$ cat config.mk
export PLATFORM = sky130hd
export DESIGN_NAME = bit_pair_collector_flat
export DESIGN_NICKNAME = d
export VERILOG_FILES = /design/src/rtl/bit_pair_collector_if.sv /design/src/rtl/bit_pair_collector.sv /design/src/flat_wrapper.sv
export SDC_FILE = /design/constraint.sdc
export NUM_CORES = 1
export LEC_CHECK = 0
export CAP_MARGIN = 5
export CORE_AREA = 2 2 39 41
export CTS_CLUSTER_DIAMETER = 150
export DETAILED_ROUTE_END_ITERATION = 8
export DIE_AREA = 0 0 41 43
export PLACE_DENSITY = 0.74
export REMOVE_ABC_BUFFERS = 1
export SYNTH_ARGS = -nofsm -noshare
export SYNTH_HDL_FRONTEND = slang
export SYNTH_SLANG_ARGS = --single-unit
export TNS_END_PERCENT = 5
$ cat constraint.sdc
create_clock -name clk -period 1.4 [get_ports clk]
set_input_delay 0.28 -clock clk [delete_from_list [all_inputs] [get_ports clk]]
set_output_delay 0.28 -clock clk [all_outputs]
set_load 0.05 [all_outputs]
$ cat src/rtl/bit_pair_collector_if.sv
// Bit-pair input channel and word output channel of bit_pair_collector.
// The master drives pairs and accepts words; the slave is the collector.
interface bit_pair_collector_if #(
  parameter int unsigned WIDTH = 8
);
  logic             bitEnable;
  logic             bitIn1;
  logic             bitIn2;
  logic             bitReady;
  logic [WIDTH-1:0] wordOut;
  logic             wordValid;
  logic             wordReady;

  modport master (
    output bitEnable, bitIn1, bitIn2, wordReady,
    input  bitReady, wordOut, wordValid
  );

  modport slave (
    input  bitEnable, bitIn1, bitIn2, wordReady,
    output bitReady, wordOut, wordValid
  );
endinterface

$ cat src/rtl/bit_pair_collector.sv
// Packs enable-gated (bitIn1, bitIn2) pairs LSB-first into a WIDTH-bit word with valid/ready out.
// Define BPC_OVERRUN_EN to add the sticky overrun output for pairs dropped while full.
module bit_pair_collector #(
  parameter int unsigned WIDTH = 8
) (
  input  logic                 clk,
  input  logic                 reset,
`ifdef BPC_OVERRUN_EN
  output logic                 overrun,
`endif
  bit_pair_collector_if.slave  bus
);

  localparam int unsigned N    = WIDTH / 2;
  localparam int unsigned CntW = (N > 1) ? $clog2(N) : 1;

  typedef enum logic [0:0] {StCollect, StFull} state_e;

  state_e           stateQ;
  logic [CntW-1:0]  pairCnt;
  logic [WIDTH-1:0] wordQ;
  logic             wordValidQ;
  logic             bitReadyQ;
  logic [WIDTH-1:0] pairMask;
  logic [WIDTH-1:0] pairData;

  // Place the incoming pair at bit position 2*pairCnt.
  assign pairMask = WIDTH'(2'b11) << {pairCnt, 1'b0};
  assign pairData = WIDTH'({bus.bitIn2, bus.bitIn1}) << {pairCnt, 1'b0};

  always_ff @(posedge clk) begin
    if (reset) begin
      stateQ     <= StCollect;
      pairCnt    <= '0;
      wordQ      <= '0;
      wordValidQ <= 1'b0;
      bitReadyQ  <= 1'b1;
    end else begin
      unique case (stateQ)
        StCollect: begin
          if (bus.bitEnable) begin
            wordQ <= (wordQ & ~pairMask) | pairData;
            if (pairCnt == CntW'(N - 1)) begin
              pairCnt    <= '0;
              stateQ     <= StFull;
              wordValidQ <= 1'b1;
              bitReadyQ  <= 1'b0;
            end else begin
              pairCnt <= pairCnt + 1'b1;
            end
          end
        end
        StFull: begin
          if (bus.wordReady) begin
            stateQ     <= StCollect;
            wordValidQ <= 1'b0;
            bitReadyQ  <= 1'b1;
          end
        end
        default: stateQ <= StCollect;
      endcase
    end
  end

`ifdef BPC_OVERRUN_EN
  logic overrunQ;

  always_ff @(posedge clk) begin
    if (reset) begin
      overrunQ <= 1'b0;
    end else if (bus.bitEnable && !bitReadyQ) begin
      overrunQ <= 1'b1;
    end
  end

  assign overrun = overrunQ;
`else
  // Pairs offered while full are dropped without any indication.
`endif

  assign bus.wordOut   = wordQ;
  assign bus.wordValid = wordValidQ;
  assign bus.bitReady  = bitReadyQ;

endmodule
$ cat src/flat_wrapper.sv
// flat-port wrapper written by rule: the top's interface ports become plain ports
module bit_pair_collector_flat 
#(
  parameter int unsigned WIDTH = 8
)
  (clk, reset, bus_bitEnable, bus_bitIn1, bus_bitIn2, bus_wordReady, bus_bitReady, bus_wordOut, bus_wordValid);
  bit_pair_collector_if #(.WIDTH(WIDTH)) bus_i ();
  input  logic clk;
  input  logic reset;
  input wire logic [$bits(bus_i.bitEnable)-1:0] bus_bitEnable;
  input wire logic [$bits(bus_i.bitIn1)-1:0] bus_bitIn1;
  input wire logic [$bits(bus_i.bitIn2)-1:0] bus_bitIn2;
  input wire logic [$bits(bus_i.wordReady)-1:0] bus_wordReady;
  output wire logic [$bits(bus_i.bitReady)-1:0] bus_bitReady;
  output wire logic [$bits(bus_i.wordOut)-1:0] bus_wordOut;
  output wire logic [$bits(bus_i.wordValid)-1:0] bus_wordValid;
  assign bus_i.bitEnable = bus_bitEnable;
  assign bus_i.bitIn1 = bus_bitIn1;
  assign bus_i.bitIn2 = bus_bitIn2;
  assign bus_i.wordReady = bus_wordReady;
  assign bus_bitReady = bus_i.bitReady;
  assign bus_wordOut = bus_i.wordOut;
  assign bus_wordValid = bus_i.wordValid;
  bit_pair_collector #(.WIDTH(WIDTH)) u_core (.clk(clk), .reset(reset), .bus(bus_i));
endmodule
Word-level counts from Yosys, hierarchy flattened --
Index checks and enable logic that the tools add are counted.
Cells by class: $add $sub $neg 1, equal/unequal tests 4, shift-type cells 2, multiplexer cells 13, bitwise gates (word level) 4, reduce and logical (&&, ||, !) cells 2
Operators by type and width (number):
- $mux W1 | 9
- $and A8 B8 Y8 | 1
- $not A8 Y8 | 1
- $or A8 B8 Y8 | 1
- $shl A2 B3 Y8 | 1
- $shl A2 B3 Y8 const A | 1
- $pmux W1 S2 | 3
- $ne A2 B2 Y1 const B | 2
- $reduce_and A3 Y1 | 1
- $add A2 B1 Y2 const B | 1
- $eq A2 B2 Y1 const B | 1
- $mux W2 | 1
- $ne A2 B1 Y1 const B | 1
- $reduce_and A2 Y1 | 1
- $not A1 Y1 | 1
Word-level totals: register bits 13, bits of input ports 6, output and inout port bits 10, logic and storage cells 31

Depth between registers and ports, before layout --
Gate-level depths: netlist (run 1).
depth after elaboration 4, gate-level depth with buffers 4, gate-level depth less buffers 4

Worst setup path after synthesis (run 1) --
No wires, ideal clock.
kind register to register, from reg u_core.pairCnt[0], to reg u_core.pairCnt[1], setup time 117 ps, arrival 1020 ps, data required time 1283 ps, path slack 263 ps, cell stages (with the launch flop) 5, path buffers 0, cell sequence dfxtp_1 -> inv_1 -> ha_1 -> mux2i_1 -> nor2_1
Between the ends: word-level cells in the longest chain between the ends 2
Ends and longest elaborated chain:
- start, declared | RTL line bit_pair_collector.sv:20 | logic [CntW-1:0] pairCnt;
- start signal, assigned | RTL line bit_pair_collector.sv:49 | pairCnt <= pairCnt + 1'b1;
- $add A2 B1 Y2 or $eq A2 B2 Y1 (tied branches) | RTL line bit_pair_collector.sv:49, bit_pair_collector.sv:43
- $mux W2 (*) | RTL line bit_pair_collector.sv:43 | if (pairCnt == CntW'(N - 1)) begin
Mark *: on every way between the ends. The rest lies on a longest branch, timed or not. A chain may end at the register's enable or synchronous reset.

Worst setup path in the final report (run 1) --
from in bus_bitEnable, to reg u_core.bitReadyQ, in the netlist u_core.bus.bitReady
Between the ends: word-level cells in the longest chain between the ends 2
Ends and longest elaborated chain:
- start, declared | RTL line flat_wrapper.sv:10 | input wire logic [$bits(bus_i.bitEnable)-1:0] bus_bitEnable;
- $ne A2 B2 Y1 (no line)
- $reduce_and A3 Y1 (no line)
- end signal, assigned | RTL line bit_pair_collector.sv:37 | bitReadyQ <= 1'b1;
- end signal, assigned | RTL line bit_pair_collector.sv:47 | bitReadyQ <= 1'b0;
- end signal, assigned | RTL line bit_pair_collector.sv:57 | bitReadyQ <= 1'b1;
- end, declared | RTL line bit_pair_collector.sv:23 | logic bitReadyQ;
No other way between the ends.

==> results of run 1 <==
-- cells by family (layout without fill, tap and decap cells) --
family | count (synthesis) | after routing | synth area share, %
AOI/OAI and AO/OA | 15 | 15 | 20.8
buffers and inverters | 4 | 27 | 4.20
and+or+nand+nor | 14 | 14 | 14.4
muxes | 2 | 2 | 3.54
adders and majority gates | 5 | 5 | 11.1
DFF | 13 | 13 | 46.0
-- worst register-to-register path, cell delays in order, from the launching register on --
cell     delay, ns
dfxtp_1       0.41
inv_1         0.15
ha_1          0.23
a21oi_1       0.19
a32o_1        0.15
-- cell usage after synthesis --
cell type / count / share of area (%)
dfxtp_1: 13 / 46
a32o_1: 6 / 11
buf_6: 1 / 2.0
nor2b_1: 2 / 2.2
and2_4: 2 / 3.1
nor3b_2: 1 / 2.2
ha_1: 5 / 11
mux2i_1: 2 / 3.5
inv_1: 2 / 1.3
nand2_1: 3 / 2.0
nor2b_2: 1 / 1.5
nor2_1: 5 / 3.3
a221o_1: 1 / 1.8
a21oi_1: 6 / 5.3
buf_2: 1 / 0.88
a22o_1: 2 / 3.1
-- per-stage QoR --
step	util [%]	hold WS (ns)
2_1_floorplan	-	0.349
3_3_place_gp	63.4	0.487
3_5_place_dp	63.4	0.485
4_1_cts	65.3	0.497
5_1_grt	65.3	0.524
6_report	65.3	0.495
-- cells in the final DEF, fill, tap and decap left out --
cell type,instances
nand2_1,3
buf_4,5
dfxtp_1,13
a221o_1,1
nor3b_2,1
clkdlybuf4s50_1,5
nor2b_1,2
nor2_1,5
mux2i_1,2
nor2b_2,1
ha_1,5
a32o_1,6
clkbuf_1,1
buf_12,11
a22o_1,2
clkbuf_4,3
inv_1,2
a21oi_1,6
and2_4,2
-- power groups by stage --
stage               registers (mW)  logic [mW]  clock network [mW]
floorplan                    0.443      0.0557                   0
detailed placement           0.413       0.189                   0
CTS                          0.404       0.190               0.240
global placement             0.412       0.184                   0
global route                 0.407       0.202               0.263
finish                       0.404       0.189               0.239
-- layer usage --
| metal | wire length [um] | up-vias | part of all wire, % |
|---|---|---|---|
| met5 | 0 | - | 0 |
| met4 | 12 | 0 | 1.0 |
| met3 | 69 | 2 | 5.8 |
| met2 | 587 | 18 | 50 |
| met1 | 512 | 238 | 43 |
| li1 | - | 238 | - |
-- worst min path at each step --
stage                                            from                                end  slack [ns]
floorplan                                       reset  u_core.bus.wordValid$_SDFFE_PP0P_        0.35
global route        u_core.bus.wordValid$_SDFFE_PP0P_  u_core.bus.wordValid$_SDFFE_PP0P_        0.52
finish              u_core.bus.wordValid$_SDFFE_PP0P_  u_core.bus.wordValid$_SDFFE_PP0P_        0.50
detailed placement  u_core.bus.wordValid$_SDFFE_PP0P_  u_core.bus.wordValid$_SDFFE_PP0P_        0.49
global placement    u_core.bus.wordValid$_SDFFE_PP0P_  u_core.bus.wordValid$_SDFFE_PP0P_        0.49
CTS                 u_core.bus.wordValid$_SDFFE_PP0P_  u_core.bus.wordValid$_SDFFE_PP0P_        0.50
-- state kept, by name, summed over array words and instances (netlist names) --
| name | cells |
|---|---|
| u_core.bus.wordValid | 1 |
| u_core.stateQ | 1 |
| u_core.bus.wordOut | 8 |
| u_core.bus.bitReady | 1 |
| u_core.pairCnt | 2 |
-- layout make-up --
cell class / instances / area share, %
sequential: 13 / 28.8
timing repair buffer: 21 / 34.1
tap: 16 / 2.22
inverter: 2 / 0.831
clock buffer: 4 / 2.91
multi-input combinational: 36 / 31.2
==> reports/qor.yml, run 1 <==
pwr:
  p_sw_share_pct: 28.7
  ir_worst_vdd_v: 0.000573
  p_per_area_nw_per_um2: 921
  p_leak_nw: 0.374
  power_mw: 0.832
  internal_power_mw: 0.593
  comb_power_share_pct: 22.7
  p_sw_mw: 0.239
  clock_power_share_pct: 28.7
  seqPwrFrac_pct: 48.6
routing:
  drt_iter0_drc: 6
  via_count: 496
  firstDrtPassIters: 5
  vias_per_cell: 5.39
  wire_per_inst_um: 12.8
  drc: 0
  wirelength_um: 1180
  postRouteAntennaNets: 0
global_routing:
  grt_use_met2_pct: 26.9
  globalRouteMet1Util_pct: 20.2
  grt_pass1_vias: 489
  track_usage_pct: 17.0
  grt_use_met3_pct: 4.71
  grt_pass1_wl_um: 2030
  grt_most_used_layer: "met2"
  grt_antenna_before_repair: 0
  grt_max_degree: 11
  overflow: 0
final_layout:
  fillerInstances: 117
  layout.cells.non_filler: 92
  syn_to_final_growth_pct: 59.7
  seq_area_um2: 260
  drive_gt1_share_pct: 30.3
  nets: 88
  antenna_cells: 0
  final_cell_area_um2: 903
  multiInputGateArea_um2: 282
critical_path:
  worst-path-buf-inv: 2
  crit_type: "primary input to flip-flop"
  crit_path_top_delay_cell: "clkdlybuf4s50_1"
  cp-startpoint: "bus_bitEnable"
  cp_data_required_time_ns: 1.57
  path_delay_family: "buffers and inverters"
  rr_worst_depth: 4
  r2r_slack_ns: 0.22
  crit_path_max_fanout: 10
  cp.depth: 5
  r2r-end: "u_core.bus.wordOut[1]$_SDFFE_PP0P_"
  endpoint: "u_core.bus.bitReady$_SDFFE_PP1P_"
  end_kind: "flip-flop"
  path_cells: "clkdlybuf4s50_1 > nor2b_2 > buf_12 > nand2_1 > a221o_1"
  slowest_delay_ns: 0.44
  start_kind: "primary input"
  r2r_start: "u_core.pairCnt[0]$_SDFFE_PP0P_"
  arrival_ns: 1.41
sta:
  period_needed_ns: 1.24
  max_freq_ghz: 0.808
  rsz0062_at_grt: "no"
  setup_ws_ns: 0.162
  clock_skew_ns: 0.00514
  maxSlewViolCount: 0
  setup_viol: 0
  hold_viol_final: 0
  worst_pin_slew_ns: 0.304
  setup-tns-final_ns: 0
  finalCritPeriodShare_pct: 88.4
  slew_headroom_pct: 79.7
synth:
  synth_seq_cells: 13
  synth_cells: 53
  mappedNetlistArea_um2: 566
  seq_area_frac_synth_pct: 46.0
  synth_cell_type_count: 16
  synth_warnings: 0
  synth.avg_cell_area_um2: 10.7
clock_tree:
  worst_skew_pair.late_latency_ns: 0.28
  clockRootBuffer: "clkbuf_4"
  clock_sinks: 13
  htreeDepth: 1
  path_clk_slew_ns: 0.08
  clockBufferDepth: 2
  post_cts.repair.setup_buffers: 0
  cts_resized: 0
  cts_hold_buffers: 0
  cts_tree: "built"
  cts_buffers: 3
floorplan:
  die_height_um: 43
  die_x_um: 41
  dieArea_um2: 1760
  pin_count: 16
  rows: 14
  design.core.area_um2: 1380
  start_util_pct: 40.9
placed_design:
  dp_cells: 88
  hpwl_um: 924
  pre_cts_slack_ns: -0.117
  io_buffers: 15
  placed_cell_area_um2: 877
  place_congestion: 0.780
status:
  outcome: "finished clean"
hold_path:
  min_path_type: "flip-flop to flip-flop"
  hold_depth: 2
run:
  drv_cap: 0
Note: power is estimated with default switching activity, not from simulation.
==> run 2: changes to the inputs <==
--- a/config.mk
+++ b/config.mk
@@ -10,7 +10,7 @@
 export CTS_CLUSTER_DIAMETER = 150
 export DETAILED_ROUTE_END_ITERATION = 8
 export DIE_AREA = 0 0 41 43
-export PLACE_DENSITY = 0.74
+export PLACE_DENSITY = 0.71
 export REMOVE_ABC_BUFFERS = 1
 export SYNTH_ARGS = -nofsm -noshare
 export SYNTH_HDL_FRONTEND = slang
==> reports/qor.yml, run 2 (synthesis gave the netlist of run 1 again) <==
final_layout:
  layout_commonest_cell: "dfxtp_1"  # unchanged
  syn_to_final_growth_pct: 56.2  # was 59.7%
  nets: 87  # was 88
  largest_reg_flops: 8  # unchanged
  antenna_cells: 0  # unchanged
  layout_common_cells: "dfxtp_1, buf_12, a21oi_1, a32o_1"  # unchanged
  drive_gt1_share_pct: 29.3  # was 30.3%
placed_design:
  hpwl_um: 907  # was 924 um
  io_buffers: 15  # unchanged
  pre_cts_slack_ns: -0.146  # was -0.117 ns
  place_congestion: 0.763  # was 0.780
pwr:
  p_leak_nw: 0.365  # was 0.374 nW
  ir_worst_vdd_v: 0.000739  # was 0.000573 V
  p_per_area_nw_per_um2: 908  # was 921 nW/um2
sta:
  max_freq_ghz: 0.783  # was 0.808 GHz
  rsz0062_at_grt: "no"  # unchanged
  setup_ws_ns: 0.124  # was 0.162 ns
  setup_viol: 0  # unchanged
  maxSlewViolCount: 0  # unchanged
  worst_pin_slew_ns: 0.295  # was 0.304 ns
  hold_viol_final: 0  # unchanged
  slew_headroom_pct: 80.3  # was 79.7%
  setup-tns-final_ns: 0  # unchanged
  finalCritPeriodShare_pct: 91.2  # was 88.4%
  period_needed_ns: 1.28  # was 1.24 ns
  clock_skew_ns: 0.00421  # was 0.00514 ns
global_routing:
  grt_max_degree: 10  # was 11
  grt_pass1_wl_um: 1880  # was 2030 um
  overflow: 0  # unchanged
  grt_antenna_before_repair: 0  # unchanged
  grt_pass1_vias: 446  # was 489
  track_usage_pct: 16.4  # was 17.0%
routing:
  via_count: 483  # was 496
  wire_per_inst_um: 12.5  # was 12.8 um
  vias_per_cell: 5.31  # was 5.39
  drc: 0  # unchanged
  drt_iter0_drc: 3  # was 6
  postRouteAntennaNets: 0  # unchanged
  firstDrtPassIters: 4  # was 5
  wirelength_um: 1140  # was 1180 um
floorplan:
  pin_count: 16  # unchanged
  die_height_um: 43  # unchanged
  dieArea_um2: 1760  # unchanged
  design.core.area_um2: 1380  # unchanged
  start_util_pct: 40.9  # unchanged
  rows: 14  # unchanged
  die_x_um: 41  # unchanged
critical_path:
  end_kind: "flip-flop"  # unchanged
  crit_path_max_fanout: 6  # was 10
  rr_worst_depth: 4  # unchanged
  start_kind: "primary input"  # unchanged
  r2r_start: "u_core.pairCnt[0]$_SDFFE_PP0P_"  # unchanged
  crit_type: "primary input to flip-flop"  # unchanged
  cp_data_required_time_ns: 1.56  # was 1.57 ns
  arrival_ns: 1.44  # was 1.41 ns
  cp-startpoint: "bus_bitEnable"  # unchanged
clock_tree:
  clockRootBuffer: "clkbuf_4"  # unchanged
  cts_tree: "built"  # unchanged
  cts_hold_buffers: 0  # unchanged
  clockBufferDepth: 2  # unchanged
  clock_sinks: 13  # unchanged
  htreeDepth: 1  # unchanged
  path_clk_slew_ns: 0.07  # was 0.08 ns
  worst_skew_pair.late_latency_ns: 0.26  # was 0.28 ns
  cts_resized: 0  # unchanged
  post_cts.repair.setup_buffers: 0  # unchanged
  cts_buffers: 3  # unchanged
status:
  outcome: "finished clean"  # unchanged
run:
  drv_cap: 0  # unchanged
hold_path:
  min_path_type: "flip-flop to flip-flop"  # unchanged
  hold_depth: 2  # unchanged
  hp-start: "u_core.bus.wordValid$_SDFFE_PP0P_"  # unchanged
[run 2: cell type report]
class | count | area [um2]
fill | 112 | 500
timing repair buffer | 20 | 288
multi-input combinational | 36 | 282
sequential | 13 | 260
clock buffer | 4 | 26.3
tap | 16 | 20.0
inverter | 2 | 7.51
[run 2: power by group]
| part | switching (mW) | internal [mW] |
|---|---|---|
| clock | 0.107 | 0.110 |
| sequential | 0.0188 | 0.386 |
| combinational | 0.0895 | 0.0908 |
| total | 0.216 | 0.587 |
[run 2: worst max-delay path, stage by stage]
cell and delay (ns):
clkdlybuf4s50_1 0.45, nor2b_2 0.25, buf_4 0.18, a21oi_1 0.08, a32o_1 0.20
[run 2: layer usage]
metal | vias to the layer above | routed length [um] | global-route usage, %
li1 | 237 | - | -
met1 | 226 | 453 | 19.1
met2 | 16 | 585 | 25.0
met3 | 4 | 65 | 3.14
met4 | 0 | 36 | 12.0
met5 | - | 0 | 0
[run 2: final timing paths]
path,slack (ns),to
setup reg to reg,0.24,u_core.pairCnt[1]$_SDFFE_PP0P_
hold / removal,0.50,u_core.bus.wordValid$_SDFFE_PP0P_
setup / recovery,0.12,u_core.bus.wordOut[5]$_SDFFE_PP0P_
hold reg to reg,0.50,u_core.bus.wordValid$_SDFFE_PP0P_
[run 2: per-stage QoR]
stage	hold WS (ns)	util, %	instances	instance area, um2	total power [mW]
2_1_floorplan	0.349	-	51	549	0.499
3_3_place_gp	0.484	61.9	87	857	0.590
3_5_place_dp	0.499	61.9	87	857	0.595
4_1_cts	0.509	63.8	91	883	0.810
5_1_grt	0.520	63.8	91	883	0.843
6_report	0.501	63.8	91	883	0.802
